`src/rtl/sm2201_bus_receiver.sv`:
```
// Receive side of the SM2201 hex bus driver: sync, qualify stable words, queue them.
// Latency: data change to rd_valid = SYNC_STAGES + STABLE_CYCLES + 1 edges (6 with defaults).
// Backpressure: rd_valid/rd_ready pop; a qualified word arriving while full and not popping is dropped (sticky overflow).
//
// Ports:
//   clk, reset           single clock, synchronous active-high reset
//   e1, e2               remote driver enables, active-low, asynchronous
//   data                 remote driver lines, asynchronous, may be X/Z while disabled
//   rd_data, rd_valid    registered FIFO head and non-empty flag
//   rd_ready             consumer accepts head when rd_valid is also high
//   count                words currently held (0..DEPTH)
//   overflow             sticky dropped-word flag, cleared by clr_overflow (set wins)
//   drop_count           8-bit saturating drop counter, only when SM2201_RX_DROP_COUNT_EN is defined
module sm2201_bus_receiver #(
  parameter int WIDTH         = 6,
  parameter int DEPTH         = 4,
  parameter int STABLE_CYCLES = 3,
  parameter int SYNC_STAGES   = 2
) (
  input  logic                     clk,
  input  logic                     reset,
  input  logic                     e1,
  input  logic                     e2,
  input  logic [WIDTH-1:0]         data,
  output logic [WIDTH-1:0]         rd_data,
  output logic                     rd_valid,
  input  logic                     rd_ready,
  output logic [$clog2(DEPTH):0]   count,
  output logic                     overflow,
  input  logic                     clr_overflow
`ifdef SM2201_RX_DROP_COUNT_EN
  ,
  output logic [7:0]               drop_count
`endif
);

  localparam int AW = $clog2(DEPTH);
  localparam int CW = AW + 1;
  localparam int SW = $clog2(STABLE_CYCLES + 1);
  localparam logic [CW-1:0] DEPTH_C  = CW'(DEPTH);
  localparam logic [SW-1:0] STAB_MAX = SW'(STABLE_CYCLES);
  localparam logic [SW-1:0] STAB_ONE = SW'(1);

  typedef enum logic [1:0] {
    ST_IDLE = 2'd0,
    ST_QUAL = 2'd1,
    ST_HOLD = 2'd2
  } state_t;

  // ---------------------------------------------------------------------------
  // Synchronisers. Enables reset to the disabled (high) level.
  // ---------------------------------------------------------------------------
  logic [SYNC_STAGES-1:0]            r_e1_sync;
  logic [SYNC_STAGES-1:0]            r_e2_sync;
  logic [SYNC_STAGES-1:0][WIDTH-1:0] r_data_sync;

  always_ff @(posedge clk) begin
    if (reset) begin
      r_e1_sync   <= '1;
      r_e2_sync   <= '1;
      r_data_sync <= '0;
    end else begin
      r_e1_sync   <= {r_e1_sync[SYNC_STAGES-2:0], e1};
      r_e2_sync   <= {r_e2_sync[SYNC_STAGES-2:0], e2};
      r_data_sync <= {r_data_sync[SYNC_STAGES-2:0], data};
    end
  end

  logic             w_e1_s;
  logic             w_e2_s;
  logic [WIDTH-1:0] w_data_s;

  assign w_e1_s   = r_e1_sync[SYNC_STAGES-1];
  assign w_e2_s   = r_e2_sync[SYNC_STAGES-1];
  assign w_data_s = r_data_sync[SYNC_STAGES-1];

  // ---------------------------------------------------------------------------
  // Qualifier: stability run length plus capture FSM.
  // ---------------------------------------------------------------------------
  state_t           r_state;
  logic [SW-1:0]    r_stab;
  logic [WIDTH-1:0] r_data_prev;
  logic             r_push_vld;
  logic [WIDTH-1:0] r_push_dat;

  logic             w_open;
  logic             w_same;
  logic [SW-1:0]    w_stab_nxt;
  logic             w_hit;

  assign w_open = ~w_e1_s & ~w_e2_s;
  assign w_same = (w_data_s == r_data_prev);

  // Run length of identical open-window samples. A changed sample is itself the
  // first sample of a new run, so window-open and data-change paths qualify
  // after the same number of samples.
  always_comb begin
    w_stab_nxt = '0;
    if (!w_open)
      w_stab_nxt = '0;
    else if (!w_same)
      w_stab_nxt = STAB_ONE;
    else if (r_stab == STAB_MAX)
      w_stab_nxt = r_stab;
    else
      w_stab_nxt = r_stab + STAB_ONE;
  end

  // In HOLD the saturated run belongs to the already-captured word; only a new
  // value (which restarts the run) may qualify again.
  assign w_hit = w_open && (w_stab_nxt == STAB_MAX) &&
                 ((r_state != ST_HOLD) || !w_same);

  always_ff @(posedge clk) begin
    if (reset) begin
      r_state     <= ST_IDLE;
      r_stab      <= '0;
      r_data_prev <= '0;
      r_push_vld  <= 1'b0;
      r_push_dat  <= '0;
    end else begin
      r_stab      <= w_stab_nxt;
      r_data_prev <= w_data_s;
      r_push_vld  <= w_hit;
      if (w_hit)
        r_push_dat <= w_data_s;

      case (r_state)
        ST_IDLE: begin
          if (w_hit)       r_state <= ST_HOLD;
          else if (w_open) r_state <= ST_QUAL;
        end
        ST_QUAL: begin
          if (!w_open)     r_state <= ST_IDLE;
          else if (w_hit)  r_state <= ST_HOLD;
        end
        ST_HOLD: begin
          if (!w_open)     r_state <= ST_IDLE;
          else if (w_hit)  r_state <= ST_HOLD;
          else if (!w_same) r_state <= ST_QUAL;
        end
        default:           r_state <= ST_IDLE;
      endcase
    end
  end

  // ---------------------------------------------------------------------------
  // FIFO with registered head.
  // ---------------------------------------------------------------------------
  logic [WIDTH-1:0] r_mem [DEPTH];
  logic [AW-1:0]    r_wr_ptr;
  logic [AW-1:0]    r_rd_ptr;
  logic [CW-1:0]    r_count;
  logic             r_rd_valid;
  logic [WIDTH-1:0] r_rd_data;
  logic             r_overflow;

  logic             w_pop;
  logic             w_full;
  logic             w_wr_en;
  logic             w_drop;
  logic [AW-1:0]    w_rd_ptr_n;
  logic [CW-1:0]    w_count_n;
  logic [WIDTH-1:0] w_head_n;

  assign w_pop      = r_rd_valid & rd_ready;
  assign w_full     = (r_count == DEPTH_C);
  // A pop in the same cycle frees the slot, so a full FIFO still accepts.
  assign w_wr_en    = r_push_vld & (~w_full | w_pop);
  assign w_drop     = r_push_vld & w_full & ~w_pop;
  assign w_rd_ptr_n = r_rd_ptr + AW'(w_pop);
  assign w_count_n  = r_count + CW'(w_wr_en) - CW'(w_pop);
  // The write slot can only coincide with the next head when the FIFO is
  // otherwise empty, so bypass the incoming word straight into the head.
  assign w_head_n   = (w_wr_en && (r_wr_ptr == w_rd_ptr_n)) ? r_push_dat
                                                            : r_mem[w_rd_ptr_n];

  always_ff @(posedge clk) begin
    if (w_wr_en)
      r_mem[r_wr_ptr] <= r_push_dat;
  end

  always_ff @(posedge clk) begin
    if (reset) begin
      r_wr_ptr   <= '0;
      r_rd_ptr   <= '0;
      r_count    <= '0;
      r_rd_valid <= 1'b0;
      r_rd_data  <= '0;
      r_overflow <= 1'b0;
    end else begin
      if (w_wr_en)
        r_wr_ptr <= r_wr_ptr + AW'(1);
      r_rd_ptr   <= w_rd_ptr_n;
      r_count    <= w_count_n;
      r_rd_valid <= (w_count_n != '0);
      r_rd_data  <= w_head_n;
      if (w_drop)
        r_overflow <= 1'b1;
      else if (clr_overflow)
        r_overflow <= 1'b0;
    end
  end

`ifdef SM2201_RX_DROP_COUNT_EN
  logic [7:0] r_drop_cnt;

  // A drop in the clear cycle is counted after the clear, so it reads 1.
  always_ff @(posedge clk) begin
    if (reset) begin
      r_drop_cnt <= '0;
    end else if (w_drop) begin
      if (clr_overflow)
        r_drop_cnt <= 8'd1;
      else if (r_drop_cnt != 8'hFF)
        r_drop_cnt <= r_drop_cnt + 8'd1;
    end else if (clr_overflow) begin
      r_drop_cnt <= '0;
    end
  end

  assign drop_count = r_drop_cnt;
`endif

  assign rd_data  = r_rd_data;
  assign rd_valid = r_rd_valid;
  assign count    = r_count;
  assign overflow = r_overflow;

endmodule

```
`config.mk`:
```
export PLATFORM = sky130hd
export DESIGN_NAME = sm2201_bus_receiver
export DESIGN_NICKNAME = d
export VERILOG_FILES = /design/src/rtl/sm2201_bus_receiver.sv
export SDC_FILE = /design/constraint.sdc
export NUM_CORES = 1
export LEC_CHECK = 0
export BUFFER_PORTS_ARGS = -buffer_cell sky130_fd_sc_hd__buf_2
export CORE_AREA = 2 2 77 79
export DETAILED_ROUTE_END_ITERATION = 8
export DIE_AREA = 0 0 79 81
export PLACE_DENSITY_LB_ADDON = 0.1
export SKIP_LAST_GASP = 1
export SYNTH_ARGS = -nofsm -noshare
export SYNTH_HDL_FRONTEND = slang
export SYNTH_SLANG_ARGS = --single-unit
export TNS_END_PERCENT = 30
```
`constraint.sdc`:
```
create_clock -name clk -period 2.8 [get_ports clk]
set_input_delay 0.28 -clock clk [delete_from_list [all_inputs] [get_ports clk]]
set_output_delay 0.28 -clock clk [all_outputs]
set_load 0.01 [all_outputs]
```
[Yosys cells after proc, flatten, opt, wreduce, memory -nomap -nowiden]
Memories as Yosys holds them, arrays and structs flattened. A register that Yosys moved wholly into a read port is not among the register bits.
Index checks and enable logic that the tools add are counted.
Storage, ports and cells
  bits of input ports: 12
  memories: 1
  output and inout port bits: 11
  RAM bits: 24
  register bits: 42
  logic and storage cells: 63
Memory list
  r_mem: words 4, bits a word 6, read ports 1, clocked after Yosys merged registers in 1, wr ports 1, RTL line 150  | logic [WIDTH-1:0] r_mem [DEPTH];
Cells by class
  bitwise gates (word level): 10
  equal/unequal tests: 10
  add/sub/neg operators: 5
  mux-type cells: 15
  reductions and logical operators: 8
Operator list (count)
  $mux W2: 10
  $eq A2 B2 Y1 const B: 3
  $eq A6 B6 Y1: 1
  $ne A3 B3 Y1 const B: 2
  $pmux W2 S3: 1
  $and A1 B1 Y1: 5
  $add A2 B1 Y2 const B: 2
  $mux W1: 4
  $ne A4 B4 Y1 const B: 1
  $not A1 Y1: 4
  $add A3 B1 Y3: 1
  $eq A3 B3 Y1 const B: 1
  $reduce_and A3 Y1: 1
  $reduce_bool A3 Y1: 1
  $sub A3 B1 Y3: 1
  $add A2 B1 Y2: 1
  $eq A2 B1 Y1 const B: 1
  $logic_and A1 B1 Y1: 2
  $logic_not A2 Y1: 1
  $ne A2 B2 Y1 const B: 1
  $reduce_bool A2 Y1: 1
  $logic_not A1 Y1: 1
  $logic_or A1 B1 Y1: 1
  $or A1 B1 Y1: 1

[Logic depth before layout (Yosys ltp)]
  word-level depth: 10
  depth in mapped cells: 10
  mapped depth without buffers: 10

[Least setup slack after synthesis]
Ideal clock, no wire load.
  kind: register to register
  start point: register r_count[1], in the netlist count[1]
  end point: register r_rd_valid, in the netlist rd_valid
  buffers on the path: 0
  stages on the path, launching flop included: 11
  slack: 0.505 ns
  library setup time: 0.132 ns
  required time: 2.668 ns
  arrival: 2.163 ns
  path through: dfxtp_1 a211oi_1 a21boi_1 inv_1 ha_1 inv_1 ha_1 fa_1 xnor2_1 xnor2_1 a21oi_1
Between the ends
  word-level cells in the longest chain between the ends: 7
Ends and longest elaborated chain
  start, declared: RTL line 153  | logic [CW-1:0] r_count;
  start signal, assigned: RTL line 195  | r_count <= w_count_n;
  $eq A3 B3 Y1: RTL line 167  | assign w_full = (r_count == DEPTH_C);
  $not A1 Y1: RTL line 169  | assign w_wr_en = r_push_vld & (~w_full | w_pop);
  $or A1 B1 Y1: RTL line 169
  $and A1 B1 Y1: RTL line 169
  $add A3 B1 Y3 (*): RTL line 172  | assign w_count_n = r_count + CW'(w_wr_en) - CW'(w_pop);
  $sub A3 B1 Y3 (*): RTL line 172
  $reduce_bool A3 Y1 (*): RTL line 196  | r_rd_valid <= (w_count_n != '0);
  end signal, assigned: RTL line 196
  end, declared: RTL line 154  | logic r_rd_valid;
Mark *: on every way between the ends. The rest lies on a longest branch, timed or not.
A chain may end at the register's enable or synchronous reset.

[Final worst setup path]
Ends and elaborated chain as after synthesis.

==> flow_summary.json <==
{
  "viasPerCell": 4.95,
  "nNetsFinal": 251,
  "total_power_mw": 2.15,
  "path_cells": "a211oi_1, a21boi_1, inv_1, ha_1, inv_1, ha_1, fa_1, xnor2_1, xnor2_1, a21oi_1",
  "endpoint": "rd_valid",
  "final.setup.worst_slack_ps": 458,
  "slowest_delay_ps": 400,
  "rrSetupSlack_ps": 460,
  "hpwl_um": 2820,
  "worst_r2r_endpoint": "rd_valid",
  "vias": 1538,
  "synth_edf_count": 24,
  "synth_area_per_cell_um2": 13.1,
  "achievable-frequency_ghz": 0.427,
  "finalHoldViolCount": 0,
  "path_depth": 10,
  "placedInstanceArea_mm2": 0.00286,
  "coreArea_mm2": 0.00568,
  "insertion_delay_ps": 330,
  "synth_warnings": 0,
  "post-synth-top-area-fraction_pct": 35.9,
  "grt_setup_unrepaired": "no",
  "design.die.area_mm2": 0.00640,
  "top_library_cells_by_usage_in_the_layout_fill_and_taps_aside": "48 x dfxtp_1, 28 x nor2b_1, 24 x edfxtp_1, 22 x buf_2, 10 x xnor2_1",
  "gp_weighted_congestion": 0.779,
  "timing.final.crit_share_pct": 83.7,
  "ios": 23,
  "synthesis.nets": 224,
  "cts.hold.buffers_added": 0,
  "critPathCaptureType": "register",
  "post_synth_num_cell_types": 32,
  "drv_slew": 0,
  "synth.cell_area_mm2": 0.00268,
  "synth_area_leaders": "dfxtp_1 36%, edfxtp_1 27%, nor2b_1 6.5%",
  "root_buffer": "clkbuf_8",
  "final_instance_area_mm2": 0.00301,
  "place_worst_setup_slack_ps": 427,
  "detail_route.wl_per_cell_um": 13.5,
  "critPathMaxFanout": 8,
  "worst-slew-pin-transition_ps": 728,
  "cts_post_setup_buffers_inserted": 0,
  "place.port_buffers": 22,
  "post_route_cells_drive_above_1_share_pct": 22.9,
  "grt_first_pass_wirelength_um": 7160,
  "critical-path-top-delay-family": "adder cells",
  "yosys_most_used_dff": "dfxtp_1",
  "synth_register_bits": 72,
  "data_required_time_of_the_worst_path_ps": 2990,
  "power.leakage_nw": 1.10,
  "irDropWorstVdd_mv": 0.388,
  "maxCapViolations": 0,
  "cts_tree": "yes",
  "die_width_um": 79,
  "cts-htree-levels": 3,
  "setup.worst_path.class": "register to register",
  "number_of_sinks_driven_by_the_clock_tree": 72,
  "critical_path.reg2reg.startpoint": "count[1]",
  "setup_viol": 0,
  "detail-route-antenna-nets": 0,
  "totalWireLength_um": 4200,
  "chipHeight_um": 81,
  "finalHoldWorstSlack_ps": 133,
  "grt_remaining_overflow": 0,
  "timing.max_slew.rel_slack_pct": 51.5,
  "drc_errors": 0,
  "sequential_share_of_the_synthesized_area_pct": 62.9,
  "grt_antenna_before_repair": 0,
  "global_route.usage.total_pct": 15.2,
  "critical_path_buf_inv_count": 2,
  "final_common_cell": "dfxtp_1",
  "final.min_clock_period_ps": 2340,
  "pin_count_of_the_biggest_net_entering_global_routing": 46,
  "r2r.worst_path.cells": 10,
  "drt-initial-drc-count": 132,
  "p_per_area_mw_per_mm2": 715,
  "postcts_resize_cnt": 0,
  "drt_pre_antenna_iters": 4,
  "worst_hold_path_type": "primary input to register",
  "timing.clock.skew_ps": 8.58,
  "cpMaxStageDelayCell": "dfxtp_1",
  "crit_path_start_kind": "register",
  "clkTransAtPathRegs_ps": 70,
  "antenna-diode-count": 0,
  "floorplan.initialDensity_pct": 47.1,
  "cts-root-to-sink-buffers": 2,
  "placement_rows": 28,
  "cts_buffers": 9,
  "synth_largest_area_cell": "dfxtp_1",
  "crit_start": "count[1]",
  "outcome": "finished, final reports clean",
  "first_global_vias": 1521,
  "fin_setup_tns_ps": 0,
  "synth_instances": 204,
  "critPathArrivalTime_ps": 2530,
  "synthArstFlopShare_pct": 0,
  "area_growth_pct": 12.6
}
-- Yosys cell counts, drive strengths merged (2+ instances only) --
cell type,number
nor2b,28
mux2,6
nor2,7
nor3,3
edfxtp,24
dfxtp,48
a211oi,2
or2,5
ha,7
nand3,7
xnor2,10
and2,6
a21oi,8
o21ai,7
mux4,6
clkbuf,5
nand2,4
inv,8
buf,2
-- cell type report --
cell class                 instances  area, µm²
multi-input combinational        117        936
inverter                           8       30.0
sequential                        72       1680
clock inverter                     2       10.0
clock buffer                      14        143
timing repair buffer              23        118
fill                             512       2660
tap                               75       93.8
-- sequential cells by signal, summed over array words and instances, names as in the netlist, 3 cells and up --
| name | flops |
|---|---|
| r_push_dat | 6 |
| count | 3 |
| rd_data | 6 |
| r_data_sync | 6 |
| r_data_prev | 6 |
| r_mem | 24 |
| w_data_s | 6 |
-- kinds of logic (layout without fill, tap and decap cells) --
| kind of cell | Yosys count | in the layout | synth area share, % |
|---|---|---|---|
| flip-flops | 72 | 72 | 62.9 |
| AND/OR/NAND/NOR | 64 | 64 | 14.2 |
| AO/OA/AOI/OAI | 21 | 21 | 4.49 |
| buffers and inverters | 15 | 47 | 2.15 |
| XOR/XNOR | 12 | 12 | 4.72 |
| multiplexers | 12 | 12 | 7.58 |
| adder cells (fa/ha/maj) | 8 | 8 | 4.02 |
-- power breakdown --
group	internal (mW)	total [mW]	leakage (nW)	switching [mW]
Sequential	1.12	1.15	0.589	0.0299
Clock	0.321	0.656	0.0784	0.335
Combinational	0.161	0.345	0.431	0.184
-- stage by stage --
stage,util [%],std cells
floorplan,-,204
finish,53.1,311
detailed placement,50.4,295
global route,53.1,311
CTS,53.1,311
global placement,50.4,295
-- how the worst min path moves through the flow --
stage,startpoint,end,depth (start not counted)
3_5_place_dp,r_e2_sync[0],r_e2_sync[1],1
5_1_grt,e2,r_e2_sync[0],2
3_3_place_gp,r_e1_sync[0],r_e1_sync[1],1
6_report,e1,r_e1_sync[0],2
2_1_floorplan,reset,r_data_prev[0],1
4_1_cts,e1,r_e1_sync[0],2
-- per-layer routing --
layer	track usage [%]	up-vias	share of wire, %
li1	-	754	-
met1	19.0	732	46
met2	22.3	37	47
met3	4.11	15	3.8
met4	12.1	0	3.0
met5	0	-	0
Note: power is estimated with default switching activity, not from simulation.
